`src/rtl/ddr_pkg.sv`:
```
// Shared types and default constants for the DDR lane judge.
package ddr_pkg;

  typedef enum logic [1:0] {
    GRADE_NONE,
    GRADE_PERFECT,
    GRADE_GOOD,
    GRADE_MISS
  } grade_t;

  typedef enum logic [1:0] {
    J_IDLE,
    J_OPEN,
    J_CLOSED
  } judge_state_t;

  // Judge FSM encodings used on plain logic state vectors
  localparam logic [1:0] ST_IDLE   = 2'(J_IDLE);
  localparam logic [1:0] ST_OPEN   = 2'(J_OPEN);
  localparam logic [1:0] ST_CLOSED = 2'(J_CLOSED);

  localparam int unsigned DEF_LANES         = 4;
  localparam int unsigned DEF_TICK_W        = 16;
  localparam int unsigned DEF_PERFECT_TICKS = 8;
  localparam int unsigned DEF_GOOD_TICKS    = 20;
  localparam int unsigned DEF_PERFECT_PTS   = 3;
  localparam int unsigned DEF_GOOD_PTS      = 1;
  localparam int unsigned DEF_SCORE_W       = 32;
  localparam int unsigned DEF_COMBO_W       = 8;
  localparam int unsigned DEF_LED_HOLD      = 1000;
  localparam int unsigned DEF_BONUS_COMBO   = 10;

endpackage

```
`src/rtl/ddr_lane_judge_lane_grader.sv`:
```
// Per-lane press edge detection, pending-target tracking and grade decision.
module lane_grader
  import ddr_pkg::*;
#(
  parameter int unsigned TICK_W        = DEF_TICK_W,
  parameter int unsigned PERFECT_TICKS = DEF_PERFECT_TICKS
) (
  input  logic              clk,
  input  logic              reset,
  input  logic              beat_pulse,
  input  logic              close,
  input  logic [1:0]        state,
  input  logic [TICK_W-1:0] tick_cnt,
  input  logic              target,
  input  logic              button,
  output grade_t            grade_c
);

  logic btn_q;
  logic pending;
  logic rise;

  assign rise = button & ~btn_q;

  // Grade a press against the current window, or a target left unpressed
  always_comb begin
    grade_c = GRADE_NONE;
    if ((state != ST_IDLE) && rise) begin
      if (pending) begin
        grade_c = (tick_cnt <= TICK_W'(PERFECT_TICKS)) ? GRADE_PERFECT : GRADE_GOOD;
      end else begin
        grade_c = GRADE_MISS;
      end
    end else if (pending && (beat_pulse || close)) begin
      grade_c = GRADE_MISS;
    end
  end

  // Button history and pending target; a new beat reloads the target
  always_ff @(posedge clk) begin
    if (reset) begin
      btn_q   <= 1'b0;
      pending <= 1'b0;
    end else begin
      btn_q <= button;
      if (beat_pulse) begin
        pending <= target;
      end else if (rise || close) begin
        pending <= 1'b0;
      end
    end
  end

endmodule

```
`src/rtl/ddr_lane_judge.sv`:
```
// Multi-lane step judge: window FSM, score/combo accumulation, feedback LEDs.
// Optional macro DDR_COMBO_BONUS_EN doubles hit points once combo >= BONUS_COMBO.
module ddr_lane_judge
  import ddr_pkg::*;
#(
  parameter int unsigned LANES         = DEF_LANES,
  parameter int unsigned TICK_W        = DEF_TICK_W,
  parameter int unsigned PERFECT_TICKS = DEF_PERFECT_TICKS,
  parameter int unsigned GOOD_TICKS    = DEF_GOOD_TICKS,
  parameter int unsigned PERFECT_PTS   = DEF_PERFECT_PTS,
  parameter int unsigned GOOD_PTS      = DEF_GOOD_PTS,
  parameter int unsigned SCORE_W       = DEF_SCORE_W,
  parameter int unsigned COMBO_W       = DEF_COMBO_W,
  parameter int unsigned LED_HOLD      = DEF_LED_HOLD,
  parameter int unsigned BONUS_COMBO   = DEF_BONUS_COMBO
) (
  input  logic               clk,
  input  logic               reset,
  input  logic               beat_pulse,
  input  logic [LANES-1:0]   target_step,
  input  logic [LANES-1:0]   buttons,
  output logic [SCORE_W-1:0] score,
  output logic [COMBO_W-1:0] combo,
  output logic [COMBO_W-1:0] max_combo,
  output logic               grade_valid,
  output logic [LANES-1:0]   grade_perfect,
  output logic [LANES-1:0]   grade_good,
  output logic [LANES-1:0]   grade_miss,
  output logic               green_led,
  output logic               red_led
);

  localparam int unsigned CNT_W = $clog2(LANES + 1);
  localparam int unsigned LED_W = $clog2(LED_HOLD + 1);
  localparam int unsigned PTS_W = SCORE_W + 1;
  localparam int unsigned CMB_W = COMBO_W + 1;

  if ((GOOD_TICKS <= PERFECT_TICKS) || (GOOD_TICKS >= (2 ** TICK_W) - 1)) begin : g_bad_window
    $error("GOOD_TICKS must exceed PERFECT_TICKS and fit below the tick counter limit");
  end
  if (BONUS_COMBO > (2 ** COMBO_W) - 1) begin : g_bad_bonus
    $error("BONUS_COMBO must be reachable by the combo counter");
  end

  logic [1:0]        state, state_nxt;
  logic [TICK_W-1:0] tick_cnt, tick_nxt;
  logic              close_c;
  grade_t            lane_grade [LANES];

  logic [CNT_W-1:0]   n_perf, n_good, n_miss, n_hit;
  logic [LANES-1:0]   perf_c, good_c, miss_c;
  logic [PTS_W-1:0]   pts_c, score_sum;
  logic [SCORE_W-1:0] score_nxt;
  logic [CMB_W-1:0]   combo_sum;
  logic [COMBO_W-1:0] combo_nxt, max_nxt;
  logic [LED_W-1:0]   green_cnt, red_cnt;

  // Window FSM: next state, tick counter and close strobe
  always_comb begin
    state_nxt = state;
    tick_nxt  = tick_cnt;
    close_c   = 1'b0;
    case (state)
      ST_IDLE: begin
        if (beat_pulse) begin
          state_nxt = ST_OPEN;
          tick_nxt  = '0;
        end
      end
      ST_OPEN: begin
        if (beat_pulse) begin
          tick_nxt = '0;
        end else if (tick_cnt >= TICK_W'(GOOD_TICKS)) begin
          state_nxt = ST_CLOSED;
          tick_nxt  = TICK_W'(GOOD_TICKS + 1);
          close_c   = 1'b1;
        end else begin
          tick_nxt = tick_cnt + TICK_W'(1);
        end
      end
      ST_CLOSED: begin
        if (beat_pulse) begin
          state_nxt = ST_OPEN;
          tick_nxt  = '0;
        end
      end
      default: begin
        state_nxt = ST_IDLE;
        tick_nxt  = '0;
      end
    endcase
  end

  // FSM state and tick counter registers
  always_ff @(posedge clk) begin
    if (reset) begin
      state    <= ST_IDLE;
      tick_cnt <= '0;
    end else begin
      state    <= state_nxt;
      tick_cnt <= tick_nxt;
    end
  end

  for (genvar i = 0; i < LANES; i++) begin : g_lane
    lane_grader #(
      .TICK_W       (TICK_W),
      .PERFECT_TICKS(PERFECT_TICKS)
    ) u_lane (
      .clk       (clk),
      .reset     (reset),
      .beat_pulse(beat_pulse),
      .close     (close_c),
      .state     (state),
      .tick_cnt  (tick_cnt),
      .target    (target_step[i]),
      .button    (buttons[i]),
      .grade_c   (lane_grade[i])
    );
  end

  // Per-lane flag masks and grade populations for this cycle
  always_comb begin
    perf_c = '0;
    good_c = '0;
    miss_c = '0;
    n_perf = '0;
    n_good = '0;
    n_miss = '0;
    for (int i = 0; i < LANES; i++) begin
      case (lane_grade[i])
        GRADE_PERFECT: begin perf_c[i] = 1'b1; n_perf = n_perf + CNT_W'(1); end
        GRADE_GOOD:    begin good_c[i] = 1'b1; n_good = n_good + CNT_W'(1); end
        GRADE_MISS:    begin miss_c[i] = 1'b1; n_miss = n_miss + CNT_W'(1); end
        default: ;
      endcase
    end
    n_hit = n_perf + n_good;
  end

  // Points, saturating score, combo and running maximum
  always_comb begin
    pts_c = PTS_W'(n_perf) * PTS_W'(PERFECT_PTS) + PTS_W'(n_good) * PTS_W'(GOOD_PTS);
`ifdef DDR_COMBO_BONUS_EN
    if (combo >= COMBO_W'(BONUS_COMBO)) begin
      pts_c = pts_c << 1;
    end
`endif
    score_sum = {1'b0, score} + pts_c;
    score_nxt = score_sum[SCORE_W] ? '1 : score_sum[SCORE_W-1:0];
    combo_sum = {1'b0, combo} + CMB_W'(n_hit);
    if (n_miss != '0) begin
      combo_nxt = '0;
    end else begin
      combo_nxt = combo_sum[COMBO_W] ? '1 : combo_sum[COMBO_W-1:0];
    end
    max_nxt = (combo_nxt > max_combo) ? combo_nxt : max_combo;
  end

  // Registered grade flags, score and combo
  always_ff @(posedge clk) begin
    if (reset) begin
      grade_valid   <= 1'b0;
      grade_perfect <= '0;
      grade_good    <= '0;
      grade_miss    <= '0;
      score         <= '0;
      combo         <= '0;
      max_combo     <= '0;
    end else begin
      grade_valid   <= |(perf_c | good_c | miss_c);
      grade_perfect <= perf_c;
      grade_good    <= good_c;
      grade_miss    <= miss_c;
      score         <= score_nxt;
      combo         <= combo_nxt;
      max_combo     <= max_nxt;
    end
  end

  // LED hold timers; each event reloads its own counter
  always_ff @(posedge clk) begin
    if (reset) begin
      green_cnt <= '0;
      green_led <= 1'b0;
      red_cnt   <= '0;
      red_led   <= 1'b0;
    end else begin
      if (n_hit != '0) begin
        green_cnt <= LED_W'(LED_HOLD);
        green_led <= 1'b1;
      end else if (green_cnt != '0) begin
        green_cnt <= green_cnt - LED_W'(1);
        green_led <= (green_cnt != LED_W'(1));
      end else begin
        green_led <= 1'b0;
      end
      if (n_miss != '0) begin
        red_cnt <= LED_W'(LED_HOLD);
        red_led <= 1'b1;
      end else if (red_cnt != '0) begin
        red_cnt <= red_cnt - LED_W'(1);
        red_led <= (red_cnt != LED_W'(1));
      end else begin
        red_led <= 1'b0;
      end
    end
  end

endmodule

```
`config.mk`:
```
export PLATFORM = sky130hd
export DESIGN_NAME = ddr_lane_judge
export DESIGN_NICKNAME = d
export VERILOG_FILES = /design/src/rtl/ddr_pkg.sv /design/src/rtl/ddr_lane_judge_lane_grader.sv /design/src/rtl/ddr_lane_judge.sv
export SDC_FILE = /design/constraint.sdc
export NUM_CORES = 1
export LEC_CHECK = 0
export CAP_MARGIN = 20
export CORE_MARGIN = 10
export CORE_UTILIZATION = 56
export DETAILED_ROUTE_END_ITERATION = 10
export PLACE_DENSITY = 0.78
export SLEW_MARGIN = 25
export SYNTH_ARGS = -nofsm -noshare
export SYNTH_HDL_FRONTEND = slang
export SYNTH_SLANG_ARGS = --single-unit
```
`constraint.sdc`:
```
create_clock -name clk -period 9.15 [get_ports clk]
set_input_delay 2.2875 -clock clk [delete_from_list [all_inputs] [get_ports clk]]
set_output_delay 2.2875 -clock clk [all_outputs]
set_load 0.005 [all_outputs]
```
==> parameters.txt <==
Parameter                              Value

Synth
  Yosys warning count ... 0
  Syn avg cell area ... 8.39 µm²
  Sequential cell area fraction in the yosys report ... 37.1%
  Number of flops mapped to enable cells by yosys ... 0
  Post-synthesis xor/xnor area fraction ... 7.73%
  Complex-gate fraction of the synthesized area ... between 15 and 20%
  Post-synthesis cell area ... 0.00589 mm²
  Top FF cell, synth ... sky130_fd_sc_hd__dfxtp_1
  #FFs+latches synth ... 109
  Multiplexer share of the synthesized area ... 0.850%
  Number of different library cells in the post-synthesis netlist ... 56
  Area share of and/or/nand/nor cells after synthesis ... 21.5%
  Synth Area in Adders ... between 10% and 20%
  Post-Syn Nets ... 760
  Share of flip-flops with an asynchronous set or reset ... 0%
  Dominant combinational cell family by area after synthesis ... simple AND/OR/NAND/NOR gates
  Mapped Cells ... 702

Pwr
  Sequential power share ... between 50 and 60%
  Switching part of the total ... 31.7%
  Combinational cell fraction of total power ... between 20% and 30%
  Clk pwr share ... between 20% and 30%
  Pleak ... 2.82 nW
  Total power per unit cell area ... 159 mW/mm²
  P_sw ... 346 µW
  Maximum vdd drop ... 0.135 mV
  Cell internal power dissipation ... approximately 750 µW

Cells and area
  Fraction of layout cells with a size suffix above 1 ... between 3 and 4%
  Area of the multi-input gates ... 0.00343 mm²
  Total of fill cells in the finished design ... 905
  Number of diodes ... 0
  Most used cells in the layout excluding fill and tap cells ... 109 x sky130_fd_sc_hd__dfxtp_1, 89 x sky130_fd_sc_hd__nor2_1, 72 x sky130_fd_sc_hd__clkdlybuf4s50_1, 64 x sky130_fd_sc_hd__a21oi_1, 47 x sky130_fd_sc_hd__inv_1
  P&R area growth vs syn ... 16.9%
  Final-stage net count ... 820
  FF/Latch Area ... 0.00218 mm²
  Most common cell after layout, fill and taps aside ... sky130_fd_sc_hd__dfxtp_1

Clocking
  Max Buffers Root-to-Sink ... 2
  Clock transition at the register clock pins on the worst setup and hold paths after CTS ... 0.10 ns
  Total clock buffers created by CTS ... 9
  Master cell of the clock root buffer ... sky130_fd_sc_hd__clkbuf_8
  Number of hold-repair buffers added at the cts stage ... 0
  Skew-Pair Late Insertion Delay ... 0.39 ns
  Max H-tree Level ... 3
  Number of post-CTS setup repair buffers ... 0
  Clock tree from TritonCTS ... yes
  Post_cts resized ... 0
  Sinks on the clock net ... around 110

Floorplan
  Core ar. ... 0.0103 mm²
  Number of I/O pins ... 74
  Full die area ... 0.0150 mm²
  Initial standard-cell utilization of the core ... 57.3%
  Die width ... 123 µm
  Die height ... 123 µm
  Number of standard-cell rows in the floorplan ... 37

STA
  Final Max Tran Viols ... 0
  Clock period minus worst slack ... 8.03 ns
  Aggregate negative setup slack ... 0 ns
  Final Setup Violations ... 0
  Unrepaired setup endpoints after global routing ... no
  Rel. slew slack ... 35.6%
  PnR worst setup slack ... 1.12 ns
  Hold_ws ... 0.459 ns
  Slew @ Worst Pin ... approximately 0.94 ns
  Share of the clock period used by the worst path after layout ... around 90%
  Final Hold Violating Endpoints ... 0
  Achievable clock frequency ... 0.125 GHz
  Fin Clk Skew ... 0.0142 ns

Placed design
  Worst-case setup slack after placement ... 0.836 ns
  RD Place Congestion ... roughly 0.90
  HPWL Detailed ... 10200 µm
  Number of buffers added on ports ... 73

Outcome
  Outcome ... finished clean

Detailed routing
  Total met2 wirelength after detailed routing ... around 6300 µm
  Drt wl/cell ... 15.0 µm
  Post-detailed-route DRC marker count ... 0
  Highest signal layer in the routed design ... met4
  Drt pass-1 iters ... 5
  Post-DRT Antenna Nets ... 0
  Aggregate routed wire length ... between 10000 and 15000 µm
  First-iteration detailed-routing DRC count ... roughly 320
  Met1 WL ... 6130 µm
  Sum of met3 wire segment lengths after detailed routing ... 892 µm
  Via count ... 5106
  Via count normalized by instance count ... approximately 5.7

Worst setup path
  Kind of start point of the critical path ... input port
  Crit. End Element ... flop
  Data required, critical path ... 9.44 ns
  Data arrival time at the worst-slack endpoint ... between 8 and 9 ns
  Crit path max fanout ... 11
  Kind of critical path ... input port to flop
  Register-to-Register Path Depth ... 28

GRT
  Total global-route track usage ... between 10% and 20%
  Maximum number of pins on one net before global-route repair ... 81
  Via count of the first global-routing pass ... slightly below 5000
  Grt total ovfl ... 0
  Global-route wire length before repair ... 22600 µm
  Number of antenna violations at the first check in global routing ... 0

Hold path
  Hold Path Cell Cnt ... 2
  Class of the tightest hold or removal check ... flop to flop

Run
  Max-cap viol count ... 0
## path summary, 6_finish.rpt
check,startpoint,endpoint,slack [ns]
worst max-delay path,buttons[0],max_combo[2],1.12
worst min-delay path,tick_cnt[11],tick_cnt[11],0.46
worst max register to register,tick_cnt[7],max_combo[2],1.80
worst min register to register,tick_cnt[11],tick_cnt[11],0.46
## metrics by stage
stage / area (µm²) / util [%] / cells / total power, mW
2_1_floorplan: 5890 / - / 702 / 0.760
3_3_place_gp: 6690 / 65.1 / 887 / 0.808
3_5_place_dp: 6690 / 65.1 / 887 / 0.822
4_1_cts: 6880 / 66.9 / 903 / 1.10
5_1_grt: 6880 / 67.0 / 903 / 1.16
6_report: 6880 / 67.0 / 903 / 1.09
## worst max-delay path: stages
cell and delay (ns):
sky130_fd_sc_hd__clkdlybuf4s50_1 0.50, sky130_fd_sc_hd__nand2b_1 0.12, sky130_fd_sc_hd__nor2_1 0.18, sky130_fd_sc_hd__nand3_1 0.15
sky130_fd_sc_hd__ha_1 0.40, sky130_fd_sc_hd__xnor2_1 0.18, sky130_fd_sc_hd__ha_1 0.24, sky130_fd_sc_hd__o2bb2ai_1 0.24
sky130_fd_sc_hd__nand2_1 0.09, sky130_fd_sc_hd__o21ai_1 0.24, sky130_fd_sc_hd__xor2_1 0.13, sky130_fd_sc_hd__ha_1 0.21
sky130_fd_sc_hd__a211oi_1 0.22, sky130_fd_sc_hd__xor2_1 0.17, sky130_fd_sc_hd__buf_4 0.19, sky130_fd_sc_hd__inv_1 0.08
sky130_fd_sc_hd__ha_1 0.32, sky130_fd_sc_hd__a21oi_1 0.26, sky130_fd_sc_hd__nor2_1 0.11, sky130_fd_sc_hd__and3_1 0.20
sky130_fd_sc_hd__o21ai_0 0.27, sky130_fd_sc_hd__nor2_1 0.10, sky130_fd_sc_hd__ha_1 0.31, sky130_fd_sc_hd__nand3_1 0.10
sky130_fd_sc_hd__o21bai_1 0.17, sky130_fd_sc_hd__a21oi_1 0.44, sky130_fd_sc_hd__nor2_1 0.21, sky130_fd_sc_hd__o2bb2ai_1 0.18
## power groups by stage
| stage | clock network (mW) | logic (mW) | registers, mW |
|---|---|---|---|
| 2_1_floorplan | 0 | 0.211 | 0.549 |
| 3_3_place_gp | 0 | 0.253 | 0.556 |
| 3_5_place_dp | 0 | 0.264 | 0.558 |
| 4_1_cts | 0.286 | 0.265 | 0.547 |
| 5_1_grt | 0.304 | 0.298 | 0.552 |
| 6_report | 0.278 | 0.266 | 0.548 |
## cells in the mapped netlist (7+ instances only)
| cell | number | area share (%) |
|---|---|---|
| sky130_fd_sc_hd__xnor2_1 | 25 | 3.7 |
| sky130_fd_sc_hd__a31oi_1 | 14 | 1.5 |
| sky130_fd_sc_hd__o2bb2ai_1 | 7 | 1.0 |
| sky130_fd_sc_hd__a211oi_1 | 9 | 1.1 |
| sky130_fd_sc_hd__inv_1 | 47 | 3.0 |
| sky130_fd_sc_hd__nor3_1 | 29 | 2.5 |
| sky130_fd_sc_hd__nand2b_1 | 8 | 0.85 |
| sky130_fd_sc_hd__xor2_1 | 27 | 4.0 |
| sky130_fd_sc_hd__o21ai_0 | 17 | 1.4 |
| sky130_fd_sc_hd__ha_1 | 43 | 9.1 |
| sky130_fd_sc_hd__nand4_1 | 8 | 0.85 |
| sky130_fd_sc_hd__nor2_1 | 89 | 5.7 |
| sky130_fd_sc_hd__nand2_1 | 34 | 2.2 |
| sky130_fd_sc_hd__and3_1 | 17 | 1.8 |
| sky130_fd_sc_hd__dfxtp_1 | 109 | 37 |
| sky130_fd_sc_hd__nand3_1 | 30 | 2.5 |
| sky130_fd_sc_hd__nor2b_1 | 12 | 1.3 |
| sky130_fd_sc_hd__clkbuf_1 | 21 | 1.3 |
| sky130_fd_sc_hd__a21oi_1 | 64 | 5.4 |
| sky130_fd_sc_hd__a21o_1 | 8 | 1.0 |
| sky130_fd_sc_hd__or3_1 | 7 | 0.74 |
## final cells by class
class,instances,area share (%)
Multi-Input combinational cell,520,49.8
Sequential cell,109,31.7
Timing Repair Buffer,75,10.8
Inverter,47,2.56
Tap cell,136,2.47
Clock buffer,11,2.20
Clock inverter,5,0.509
## metal layers
metal | up-vias | global-route usage [%]
li1 | 2595 | -
met3 | 19 | 6.43
met2 | 119 | 29.3
met5 | - | 0
met1 | 2373 | 22.1
met4 | 0 | 5.45
## sequential cells by signal, summed over array words and instances (netlist names), 8 cells and up
| register | cells |
|---|---|
| combo | 8 |
| green_cnt | 10 |
| red_cnt | 10 |
| max_combo | 8 |
| tick_cnt | 16 |
| score | 32 |
## kinds of logic after synthesis
group | Yosys count
compound gates | 159
buf+inv | 73
simple gates | 257
xor+xnor | 52
mux | 5
flops | 109
fa+ha+maj | 47
No activity file was read; power rests on OpenSTA's default activity.
